File: src/rtl/ksa_pg_sum_pipe.sv
// Two-stage adder pipeline: stage 1 registers propagate/generate, stage 2 resolves
// carries with a Kogge-Stone prefix and registers sum, carry-out and overflow.
module ksa_pg_sum_pipe #(
    parameter int WIDTH = 32
) (
    input  logic             clk_i,
    input  logic             rst_i,
    input  logic             in_valid_i,
    output logic             in_ready_o,
    input  logic [WIDTH-1:0] A_i,
    input  logic [WIDTH-1:0] B_i,
    input  logic             C_i,
    output logic             out_valid_o,
    input  logic             out_ready_i,
    output logic [WIDTH-1:0] S_o,
    output logic             C_o,
    output logic             V_o
);

    localparam int LEVELS = $clog2(WIDTH);

    logic             s1_valid;
    logic [WIDTH-1:0] s1_p;
    logic [WIDTH-1:0] s1_g;
    logic             s1_cin;
    logic             s2_valid;
    logic             s2_adv;
    logic             in_fire;

    assign s2_adv      = s1_valid & (~s2_valid | out_ready_i);
    assign in_ready_o  = ~s1_valid | s2_adv;
    assign in_fire     = in_valid_i & in_ready_o;
    assign out_valid_o = s2_valid;

    always_ff @(posedge clk_i or posedge rst_i) begin
        if (rst_i) begin
            s1_valid <= 1'b0;
            s1_p     <= '0;
            s1_g     <= '0;
            s1_cin   <= 1'b0;
        end else if (in_fire) begin
            s1_valid <= 1'b1;
            s1_p     <= A_i ^ B_i;
            s1_g     <= A_i & B_i;
            s1_cin   <= C_i;
        end else if (s2_adv) begin
            s1_valid <= 1'b0;
        end
    end

    // Carry-in is folded into bit 0's generate so the prefix yields C[i+1] directly.
    logic [WIDTH-1:0] gk [LEVELS+1];
    logic [WIDTH-1:0] pk [LEVELS];

    assign gk[0] = {s1_g[WIDTH-1:1], s1_g[0] | (s1_p[0] & s1_cin)};
    assign pk[0] = s1_p;

    for (genvar l = 0; l < LEVELS; l++) begin : g_lvl
        localparam int D = 1 << l;
        assign gk[l+1] = gk[l] | (pk[l] & (gk[l] << D));
        if (l < LEVELS - 1) begin : g_p
            // Bits below the span distance keep their group propagate unchanged.
            localparam logic [WIDTH-1:0] LOW = {WIDTH{1'b1}} >> (WIDTH - D);
            assign pk[l+1] = pk[l] & ((pk[l] << D) | LOW);
        end
    end

    logic [WIDTH:0] carry;
    assign carry = {gk[LEVELS], s1_cin};

    always_ff @(posedge clk_i or posedge rst_i) begin
        if (rst_i) begin
            s2_valid <= 1'b0;
            S_o      <= '0;
            C_o      <= 1'b0;
            V_o      <= 1'b0;
        end else if (s2_adv) begin
            s2_valid <= 1'b1;
            S_o      <= s1_p ^ carry[WIDTH-1:0];
            C_o      <= carry[WIDTH];
            V_o      <= carry[WIDTH] ^ carry[WIDTH-1];
        end else if (out_ready_i) begin
            s2_valid <= 1'b0;
        end
    end

endmodule
File: config.mk
export PLATFORM = sky130hd
export DESIGN_NAME = ksa_pg_sum_pipe
export DESIGN_NICKNAME = d
export VERILOG_FILES = /design/src/rtl/ksa_pg_sum_pipe.sv
export SDC_FILE = /design/constraint.sdc
export NUM_CORES = 1
export LEC_CHECK = 0
export ABC_AREA = 1
export BUFFER_PORTS_ARGS = -buffer_cell sky130_fd_sc_hd__buf_2
export CAP_MARGIN = 10
export CORE_MARGIN = 10
export CORE_UTILIZATION = 30
export DETAILED_ROUTE_END_ITERATION = 12
export SLEW_MARGIN = 0
export SYNTH_ARGS = -nofsm -noshare
export SYNTH_HDL_FRONTEND = slang
export SYNTH_SLANG_ARGS = --single-unit
File: constraint.sdc
create_clock -name clk_i -period 7.9 [get_ports clk_i]
set_input_delay 0.79 -clock clk_i [delete_from_list [all_inputs] [get_ports clk_i]]
set_output_delay 0.79 -clock clk_i [all_outputs]
set_load 0.03 [all_outputs]
==> results of run 1 <==
-- area by class of cell --
| type | instances | share of cell area [%] |
|---|---|---|
| Timing Repair Buffer | 107 | 7.634 |
| Clock buffer | 11 | 3.553 |
| Inverter | 117 | 6.209 |
| Clock inverter | 5 | 1.143 |
| Tap cell | 265 | 4.661 |
| Sequential cell | 101 | 35.53 |
| Multi-Input combinational cell | 579 | 41.27 |
-- power breakdown --
group	switching [uW]	total (uW)	internal (uW)
registers	98.6	752	653
clock network	200	495	296
logic	556	805	249
-- cell families after synthesis --
family          share of synthesized area (%)
compound gates                          8.548
fa+ha+maj                               7.123
buf+inv                                 8.653
mux                                     2.828
simple gates                            28.33
xor+xnor                                2.200
flops                                   42.32
-- placed cells by master, fill, tap and decap left out, types with 3 or more instances in the layout --
master,count
sky130_fd_sc_hd__nand2_2,12
sky130_fd_sc_hd__buf_2,104
sky130_fd_sc_hd__inv_1,114
sky130_fd_sc_hd__a21oi_1,77
sky130_fd_sc_hd__nand4_1,4
sky130_fd_sc_hd__o21bai_1,6
sky130_fd_sc_hd__mux2_2,15
sky130_fd_sc_hd__xor2_1,11
sky130_fd_sc_hd__dfrtp_1,101
sky130_fd_sc_hd__buf_4,3
sky130_fd_sc_hd__xnor2_1,4
sky130_fd_sc_hd__clkbuf_16,9
sky130_fd_sc_hd__nand2_1,264
sky130_fd_sc_hd__nor2_1,85
sky130_fd_sc_hd__o21ai_0,14
sky130_fd_sc_hd__nand3_1,40
sky130_fd_sc_hd__ha_1,34
-- stage by stage --
step | instance area (um^2) | setup slack, ps | hold WS (ps) | total power (uW)
2_1_floorplan | 5972 | 4463 | 480.3 | 1313
3_3_place_gp | 6779 | 5163 | 459.7 | 1565
3_5_place_dp | 6779 | 5137 | 461.5 | 1575
4_1_cts | 7113 | 5517 | 468.4 | 2080
5_1_grt | 7113 | 5377 | 487.8 | 2214
6_report | 7113 | 5509 | 451.9 | 2051
-- sequential cells by signal, summed over array words and instances, names as in the netlist --
| signal | count |
|---|---|
| S_o | 32 |
| s1_g | 32 |
| s1_p | 32 |
| C_o | 1 |
| V_o | 1 |
| out_valid_o | 1 |
| s1_cin | 1 |
| s1_valid | 1 |
-- worst max path at each step --
stage                          end  slack (ps)  cells past startpoint
after floorplan                C_o        4460                      1
final                      s1_p[1]        5510                      6
after global placement     s1_p[9]        5160                      6
after CTS                 s1_p[12]        5520                      6
after detailed placement  s1_p[12]        5140                      6
after global routing      s1_p[10]        5380                      6
-- per-layer routing --
layer,global-route usage (%),routed length [um],up-vias
met5,0,0,-
met4,3.557,272,0
met3,4.194,1205,17
met2,19.57,7215,131
met1,17.83,8078,2353
li1,-,-,2735
==> flow_metrics.tcl, run 1 <==
set metrics [dict create \
    gr-total-overflow 0 \
    synthDominantCellAreaShare_pct 42.32 \
    design.portCount 105 \
    p_leak_uw 0.003997 \
    tritoncts "built" \
    synthesis.area_per_instance_um2 7.328 \
    cts_num_sinks 101 \
    period_needed_ps 2392 \
    worst-path-buf-inv 3 \
    fp.dieH_um 161.1 \
    worst_path_largest_cell_delay_ps 660 \
    outcome "finished clean" \
    timing_hold_violations_final 0 \
    critical_path_cell_list "buf_2 > inv_1 > nand3_1 > nand2_4 > buf_4 > mux2_2" \
    finalClockSkew_ps 7.011 \
    synthFlopType "sky130_fd_sc_hd__dfrtp_1" \
    postSynthNetCount 918 \
    vdd_ir_drop_max_v 0.00008720 \
    timing.critical_path.arrival_ps 2640 \
    tns_ps 0 \
    insertion_delay_ps 350 \
    global_route_wire_length_before_repair_um 27690 \
    combined_area_of_the_multi_input_logic_cells_mm2 0.002935 \
    yosys.cell_count.top_type "sky130_fd_sc_hd__nand2_1" \
    grt_antenna_before_repair 0 \
    critical-path-slowest-cell "sky130_fd_sc_hd__buf_4" \
    dp_cells 1169 \
    route.vias.total 5236 \
    final_min_period_over_clock_period_pct 30.27 \
    cts_max_level 3 \
    yosys-top-cells-count "265 x sky130_fd_sc_hd__nand2_1, 115 x sky130_fd_sc_hd__inv_1, 101 x sky130_fd_sc_hd__dfrtp_1" \
    synth.largest_area_cell "sky130_fd_sc_hd__dfrtp_1" \
    cts_hold_buf 0 \
    drt_iter0_markers 361 \
    synth_seq_area_share_pct 42.32 \
    tritoncts.num_buffers 9 \
    core_region_area_mm2 0.01953 \
    instances_no_fill 1185 \
    die_w_um 161.1 \
    clk_pin_slew_worst_paths_ps 70 \
    rr_startpoint "out_valid_o" \
    syn_inst 815 \
    routabilityCongestion 0.9668 \
    post-route-drc-count 0 \
    clockRootBuffer "sky130_fd_sc_hd__clkbuf_16" \
    ys_ff_latch 101 \
    synth.cell_area_mm2 0.005972 \
    seq_area_mm2 0.002527 \
    critical_path.max_fanout 74 \
    worstSetupStartpointType "primary input" \
    syn2layout_area_growth_pct 19.11 \
    postLayoutCoreUtil_pct 36.43 \
    power_density_mw_per_mm2 288.4 \
    detailed_router_iteration_count_before_antenna_repair 4 \
    clock_path_buffers 2 \
    post_cts.resized_instances 0 \
    fillerInstances 2127 \
    net_count_final 1018 \
    routed_wire_length_per_instance_um 14.15 \
    reg2reg_setup_slack_ps 5710 \
    fmax_ghz 0.4181 \
    largest_net_degree_at_the_start_of_global_routing 75 \
    tightest_slew_ps 849.5 \
    floorplan.initialDensity_pct 30.58 \
    postSynth.asyncResetShare_pct 100.0 \
    critPathRequiredTime_ps 8140 \
    viasPerCell 4.419 \
    slew_headroom_pct 43.37 \
    antenna_violating_nets_post_route 0 \
    crit_type "primary input to register" \
    maxCapViolations 0 \
    setup_repair_after_global_routing_missed_its_margin "false" \
    setup-violations-final 0 \
    n_antenna_cell 0 \
    drive_above_1_share_pct 16.96 \
    postCtsSetupBuffers 0 \
    worst_hold_path_type "primary input to asynchronous set/reset pin" \
    yosysWarnings 0 \
    synth_edf_count 0 \
    combined_global_route_utilization_of_all_metal_layers_pct 13.12 \
    worstSetupEndpointType "register" \
    post_dp_hpwl_um 13080 \
    worst_case_reg_to_reg_path_depth 4 \
    critical_path.startpoint "out_ready_i" \
    top_cell_family_by_delay_on_the_critical_path "buffers and inverters" \
    yosys-top-cells-area "sky130_fd_sc_hd__dfrtp_1 42%, sky130_fd_sc_hd__nand2_1 17%, sky130_fd_sc_hd__inv_1 7.2%" \
    port_buffer_cells 104 \
    vias_in_the_first_global_route 5326 \
    finalMaxSlewViolations 0 \
    rows 51 \
    worst_r2r_endpoint "s1_p[1]" \
    fp.dieArea_mm2 0.02595 \
    routed_wirelength_um 16770 \
    synth.lib_cells_used.distinct 23 \
]
(Power assumes the default switching activity.)
==> inputs of run 2 (changes only) <==
==> constraint.sdc (replaced) <==
create_clock -name clk_i -period 2 [get_ports clk_i]
set_input_delay 0.2 -clock clk_i [delete_from_list [all_inputs] [get_ports clk_i]]
set_output_delay 0.2 -clock clk_i [all_outputs]
set_load 0.03 [all_outputs]
==> run 2 against run 1 <==
Net effect:
- sequential share of layout area decreased by 0.70 points
- flip-flop and latch count unchanged
- register-to-register slack got worse by 5600 ps
- first-iteration DRC count increased by 9.7%
- via count increased by 1.2%
- clock power increased to 3.5 times the previous value
- utilization increased by 0.73 points
==> flow_metrics.tcl, run 2 (synthesis gave the netlist of run 1 again) <==
set metrics [dict create \
    gr-total-overflow 0 \
    largest_net_degree_at_the_start_of_global_routing 50 \
    tritoncts.num_buffers 9 \
    critPathRequiredTime_ps 2250 \
    holdPathStages 2 \
    routabilityCongestion 0.8891 \
    setup-violations-final 0 \
    worstSetupStartpointType "register" \
    routed_wire_length_per_instance_um 14.29 \
    outcome "finished clean" \
    instances_no_fill 1196 \
    core_region_area_mm2 0.01953 \
    die_w_um 161.1 \
    final_common_cell "sky130_fd_sc_hd__nand2_1" \
    antenna_violating_nets_post_route 0 \
    clock_path_buffers 2 \
    route.vias.total 5300 \
    combined_global_route_utilization_of_all_metal_layers_pct 13.33 \
    clk_pin_slew_worst_paths_ps 80 \
    worst_case_reg_to_reg_path_depth 13 \
    fp.dieArea_mm2 0.02595 \
    syn2layout_area_growth_pct 21.50 \
    timing_hold_violations_final 0 \
    clockRootBuffer "sky130_fd_sc_hd__clkbuf_16" \
    maxCapViolations 0 \
    vdd_ir_drop_max_v 0.0004781 \
    slew_headroom_pct 62.69 \
    tritoncts "built" \
    worst_r2r_endpoint "S_o[26]" \
    design.portCount 105 \
    critical_path.max_fanout 3 \
    finalClockSkew_ps 12.69 \
    net_count_final 1029 \
    insertion_delay_ps 360 \
    p_leak_uw 0.004048 \
    n_antenna_cell 0 \
    routed_wirelength_um 17090 \
    power_density_mw_per_mm2 1107 \
    cts_max_level 3 \
    detailed_place.area_mm2 0.006890 \
    floorplan.initialDensity_pct 30.58 \
    worst_hold_path_type "primary input to register" \
    tightest_slew_ps 558.5 \
    timing.critical_path.arrival_ps 2090 \
    worstSetupEndpointType "register" \
    drive_above_1_share_pct 19.23 \
    post_dp_hpwl_um 13770 \
    cts_num_sinks 101 \
    setup_repair_after_global_routing_missed_its_margin "false" \
    final_min_period_over_clock_period_pct 92.03 \
    largest_registers "S_o x32, s1_g x32, s1_p x32" \
    reg2reg_setup_slack_ps 160 \
    post-route-drc-count 0 \
    postLayoutSetupSlackWorst_ps 159.4 \
    drt_iter0_markers 396 \
    report.power.total_uw 8031 \
    crit_type "register to register" \
    vias_in_the_first_global_route 5385 \
    holdCritStartpoint "C_i" \
    period_needed_ps 1841 \
    grt_antenna_before_repair 0 \
    critical_path.startpoint "s1_cin" \
    dp_cells 1177 \
    global_route_wire_length_before_repair_um 27960 \
    hold-path-endpoint "s1_cin" \
    layout.cell_area.non_filler_mm2 0.007256 \
    port_buffer_cells 104 \
    rows 51 \
    commonest_non_fill_non_tap_cells_in_the_layout "253 x sky130_fd_sc_hd__nand2_1, 114 x sky130_fd_sc_hd__inv_1, 104 x sky130_fd_sc_hd__buf_2, 101 x sky130_fd_sc_hd__dfrtp_1, 85 x sky130_fd_sc_hd__nor2_1" \
    rr_startpoint "s1_cin" \
    fillerInstances 2140 \
    tns_ps 0 \
    placement.setup.worst_slack_ps 100.3 \
    fp.dieH_um 161.1 \
    finalMaxSlewViolations 0 \
    viasPerCell 4.431 \
    fmax_ghz 0.5433 \
    detailed_router_iteration_count_before_antenna_repair 5 \
]
run 2: cell count changes in the layout (fill, tap and decap cells not counted), sizes merged:
| cell | previous run | this run |
|---|---|---|
| clkbuf | 11 | 10 |
| buf | 107 | 117 |
| bufinv | 2 | 0 |
| dlygate4sd3 | 0 | 1 |
| clkinvlp | 1 | 3 |
| inv | 116 | 117 |
run 2: through the flow:
step / utilization [%] / hold slack (ps)
finish: 37.16 / 110.1
global route: 37.16 / 104.3
CTS: 36.83 / 88.83
detailed placement: 35.29 / 295.0
global placement: 35.29 / 285.3
floorplan: - / 350.6
run 2: power breakdown:
group | switching [uW] | internal (uW) | total [uW]
clock network | 842 | 899 | 1740
logic | 2260 | 1050 | 3310
registers | 400 | 2580 | 2980
run 2: per-layer routing:
| layer | vias to the layer above | wire length (um) | GRT usage (%) |
|---|---|---|---|
| met1 | 2389 | 8616 | 18.52 |
| li1 | 2770 | - | - |
| met5 | - | 0 | 0 |
| met4 | 0 | 355 | 4.632 |
| met3 | 25 | 830 | 2.847 |
| met2 | 116 | 7289 | 19.96 |
run 2: worst max-delay path by stage:
| stage | end | slack, ps | cells after the start |
|---|---|---|---|
| 3_3_place_gp | V_o | 150 | 16 |
| 6_report | S_o[26] | 160 | 13 |
| 4_1_cts | S_o[30] | 70 | 16 |
| 3_5_place_dp | V_o | 100 | 16 |
| 2_1_floorplan | s1_cin | 150 | 4 |
| 5_1_grt | S_o[30] | 20 | 17 |
run 2: area by class of cell:
class	instances	area (um^2)	area share [%]
Tap cell	265	331.6	4.570
Clock buffer	10	239.0	3.294
Sequential cell	101	2527	34.83
Multi-Input combinational cell	579	2984	41.13
Inverter	117	442.9	6.105
Clock inverter	6	52.55	0.7243
Timing Repair Buffer	118	678.2	9.346
run 2: timing repair:
action / in CTS / in global routing
endpoints found under the hold margin: 20 / 0
setup buffers: 0 / 2
hold buffers: 1 / 0
setup endpoints to repair: 0 / 13
gates resized for setup: 0 / 16
run 2: worst max-delay path, cell delays in order, from the launching register on:
cell and delay, ps:
sky130_fd_sc_hd__dfrtp_1 380, sky130_fd_sc_hd__ha_2 160, sky130_fd_sc_hd__inv_1 60, sky130_fd_sc_hd__nand2_2 60, sky130_fd_sc_hd__ha_1 180, sky130_fd_sc_hd__inv_1 60
sky130_fd_sc_hd__nand2_2 60, sky130_fd_sc_hd__buf_4 140, sky130_fd_sc_hd__nand4_1 80, sky130_fd_sc_hd__nand2_1 130, sky130_fd_sc_hd__nand2_1 160, sky130_fd_sc_hd__nand4_1 100
sky130_fd_sc_hd__nand3_1 100, sky130_fd_sc_hd__nand2_1 50
==> inputs of run 3 (changes only) <==
--- a/config.mk
+++ b/config.mk
@@ -5,13 +5,11 @@
 export SDC_FILE = /design/constraint.sdc
 export NUM_CORES = 1
 export LEC_CHECK = 0
-export ABC_AREA = 1
 export BUFFER_PORTS_ARGS = -buffer_cell sky130_fd_sc_hd__buf_2
 export CAP_MARGIN = 10
 export CORE_MARGIN = 10
 export CORE_UTILIZATION = 30
 export DETAILED_ROUTE_END_ITERATION = 12
-export SLEW_MARGIN = 0
 export SYNTH_ARGS = -nofsm -noshare
 export SYNTH_HDL_FRONTEND = slang
 export SYNTH_SLANG_ARGS = --single-unit
==> run 3 against run 2 <==
Net effect:
- the run now ends with setup timing left
- first-iteration DRC count fell by 54%
- synthesized area is 9.6% lower
- utilization is 3.5 points higher
- clock-buffer cell count unchanged
- die area fell by 8.4%
- non-clock buffer count grew 64
- global-route usage down 1.6 points
- synthesized cell count decreased by 41%
- fmax down 27%
- routed wire length fell by 17%
- via count shrank 20%
- critical path type unchanged
==> flow_metrics.tcl, run 3 <==
set metrics [dict create \
    timing.critical_path.arrival_ps 2780 \
    synth_edf_count 0 \
    yosys-top-cells-area "sky130_fd_sc_hd__dfrtp_1 47%, sky130_fd_sc_hd__mux2_2 14%, sky130_fd_sc_hd__ha_1 7.9%" \
    synth.largest_area_cell "sky130_fd_sc_hd__dfrtp_1" \
    largest_net_degree_at_the_start_of_global_routing 66 \
    routed_wire_length_per_instance_um 16.14 \
    postSynthNetCount 581 \
    grt_antenna_before_repair 0 \
    postLayoutCoreUtil_pct 40.70 \
    period_needed_ps 2520 \
    die_w_um 154.2 \
    yosys-top-cells-count "101 x sky130_fd_sc_hd__dfrtp_1, 69 x sky130_fd_sc_hd__mux2_2, 53 x sky130_fd_sc_hd__nand2_1" \
    slew_headroom_pct 56.95 \
    syn_inst 478 \
    violations_in_the_final_reports "setup timing" \
    synthesis.area_per_instance_um2 11.30 \
    viasPerCell 4.793 \
    detailed_place.area_mm2 0.006634 \
    core_region_area_mm2 0.01784 \
    critPathRequiredTime_ps 2260 \
    highest-signal-layer "met4" \
    yosys.cell_count.top_type "sky130_fd_sc_hd__dfrtp_1" \
    worstSetupStartpointType "register" \
    crit_type "register to register" \
    n_antenna_cell 0 \
    largest_registers "S_o x32, s1_g x32, s1_p x32" \
    power_density_mw_per_mm2 1101 \
    critical_path.max_fanout 3 \
    finalMaxSlewViolations 0 \
    ys_ff_latch 101 \
    vdd_ir_drop_max_v 0.0006231 \
    p_leak_uw 0.003444 \
    design.portCount 105 \
    drive_above_1_share_pct 49.00 \
    route.vias.total 4218 \
    net_count_final 749 \
    insertion_delay_ps 350 \
    postSynth.asyncResetShare_pct 100.0 \
    cts_num_sinks 101 \
    synth_seq_area_share_pct 46.79 \
    fp.dieArea_mm2 0.02377 \
    worstSetupEndpointType "register" \
    p_sw_share_pct 37.41 \
    layout.cell_area.non_filler_mm2 0.007262 \
    timing_hold_violations_final 0 \
    timing.hold.ws_ps 65.37 \
    vias_in_the_first_global_route 4554 \
    final_min_period_over_clock_period_pct 126.0 \
    route.met2.wl_um 7380 \
    drt_iter0_markers 184 \
    fp.dieH_um 154.2 \
    routed_wirelength_um 14210 \
    power.combinational.fraction_pct 41.0 \
    cts_max_level 3 \
    finalClockSkew_ps 6.804 \
    syn2layout_area_growth_pct 34.45 \
    synthFlopType "sky130_fd_sc_hd__dfrtp_1" \
    synthDominantCellAreaShare_pct 46.79 \
    post-route-drc-count 0 \
    tritoncts.num_buffers 9 \
    floorplan.initialDensity_pct 30.28 \
    tritoncts "built" \
    final_common_cell "sky130_fd_sc_hd__buf_2" \
    wl_met3_um 708 \
    antenna_violating_nets_post_route 0 \
    fmax_ghz 0.3968 \
    synth.cell_area_mm2 0.005401 \
    synth.lib_cells_used.distinct 53 \
    setup_repair_after_global_routing_missed_its_margin "true" \
    switchingPower_uw 2992 \
    detail_route.wirelength.met1_um 5956 \
    clock_path_buffers 2 \
    commonest_non_fill_non_tap_cells_in_the_layout "104 x sky130_fd_sc_hd__buf_2, 101 x sky130_fd_sc_hd__dfrtp_1, 68 x sky130_fd_sc_hd__mux2_2, 65 x sky130_fd_sc_hd__buf_4, 50 x sky130_fd_sc_hd__nand2_1" \
    clock_power_share_pct 22.6 \
    seq_pwr_share_pct 36.4 \
    outcome "complete, but fails checks" \
    clk_pin_slew_worst_paths_ps 70 \
    combined_global_route_utilization_of_all_metal_layers_pct 11.77 \
    clockRootBuffer "sky130_fd_sc_hd__clkbuf_16" \
    gr-total-overflow 0 \
    tightest_slew_ps 644.3 \
    yosysWarnings 0 \
    port_buffer_cells 104 \
    worst_hold_path_type "primary input to register" \
    rows 49 \
    maxCapViolations 0 \
    setup-violations-final 27 \
    detailed_router_iteration_count_before_antenna_repair 4 \
    post_dp_hpwl_um 10760 \
    cell_internal_pwr_uw 5006 \
    global_route_wire_length_before_repair_um 23030 \
    postLayoutSetupSlackWorst_ps -520.3 \
    routabilityCongestion 0.8709 \
]
run 3: kinds of logic after synthesis:
family,count (synthesis),share of synthesized area (%)
compound gates,118,14.66
simple gates,101,8.849
flops,101,46.79
mux,69,14.39
fa+ha+maj,34,7.876
buf+inv,30,3.382
xor+xnor,25,4.054
run 3: worst max-delay path, stage by stage (launching register included):
cell	delay [ps]
sky130_fd_sc_hd__dfrtp_1	380
sky130_fd_sc_hd__ha_2	190
sky130_fd_sc_hd__or2_4	230
sky130_fd_sc_hd__ha_4	160
sky130_fd_sc_hd__nor2_4	130
sky130_fd_sc_hd__o21ai_4	70
sky130_fd_sc_hd__a311oi_4	300
sky130_fd_sc_hd__or3b_4	230
sky130_fd_sc_hd__a21oi_4	80
sky130_fd_sc_hd__o31ai_4	200
sky130_fd_sc_hd__a21oi_2	90
sky130_fd_sc_hd__o21a_1	190
sky130_fd_sc_hd__o31ai_1	180
run 3: per-layer routing:
layer  GRT usage [%]  up-vias
met5               0        -
met4           3.194        0
met3           3.633       15
met2           20.40       82
met1           13.71     2071
li1                -     2050
run 3: area by class of cell:
type / count / area, um^2
fill: 1690 / 10580
sequential: 101 / 2527
clock buffer: 10 / 239.0
tap: 229 / 286.5
clock inverter: 6 / 68.82
multi-input combinational: 347 / 2938
timing repair buffer: 182 / 1180
inverter: 5 / 22.52
run 3: final timing paths:
kind	end	depth (start not counted)	slack [ps]	startpoint
worst max-delay path	S_o[30]	12	-520	s1_cin
worst max register to register	S_o[30]	12	-520	s1_cin
worst min register to register	S_o[13]	2	480	S_o[13]
max in group asynchronous	s1_g[13]	4	900	rst_i
worst min-delay path	s1_valid	2	70	in_valid_i
min in group asynchronous	s1_g[29]	3	480	rst_i
run 3: timing repair:
action / in CTS / in global routing
resized for setup: 34 / 23
setup buffers: 11 / 5
hold buffers: 1 / 0
gates cloned: 0 / 0
hold endpoints to repair: 23 / 0
setup endpoints to repair: 26 / 29
pin swaps: 33 / 20
run 3: power by group through the flow:
stage,clock network [uW],registers (uW),logic [uW]
after floorplan,0,3420,1390
after global placement,0,2930,2930
after detailed placement,0,2950,2980
after CTS,1870,2920,3190
after global routing,1950,2980,3540
final,1810,2910,3280
run 3: per-stage QoR:
stage | setup TNS, ps | total power, uW | worst slack, ps | std cells
finish | -9124 | 7998 | -520.3 | 880
global placement | -8689 | 5860 | -600.1 | 849
floorplan | -4454 | 4813 | -468.6 | 478
detailed placement | -10220 | 5929 | -675.0 | 849
global route | -12460 | 8471 | -645.4 | 880
CTS | -10060 | 7973 | -578.7 | 876
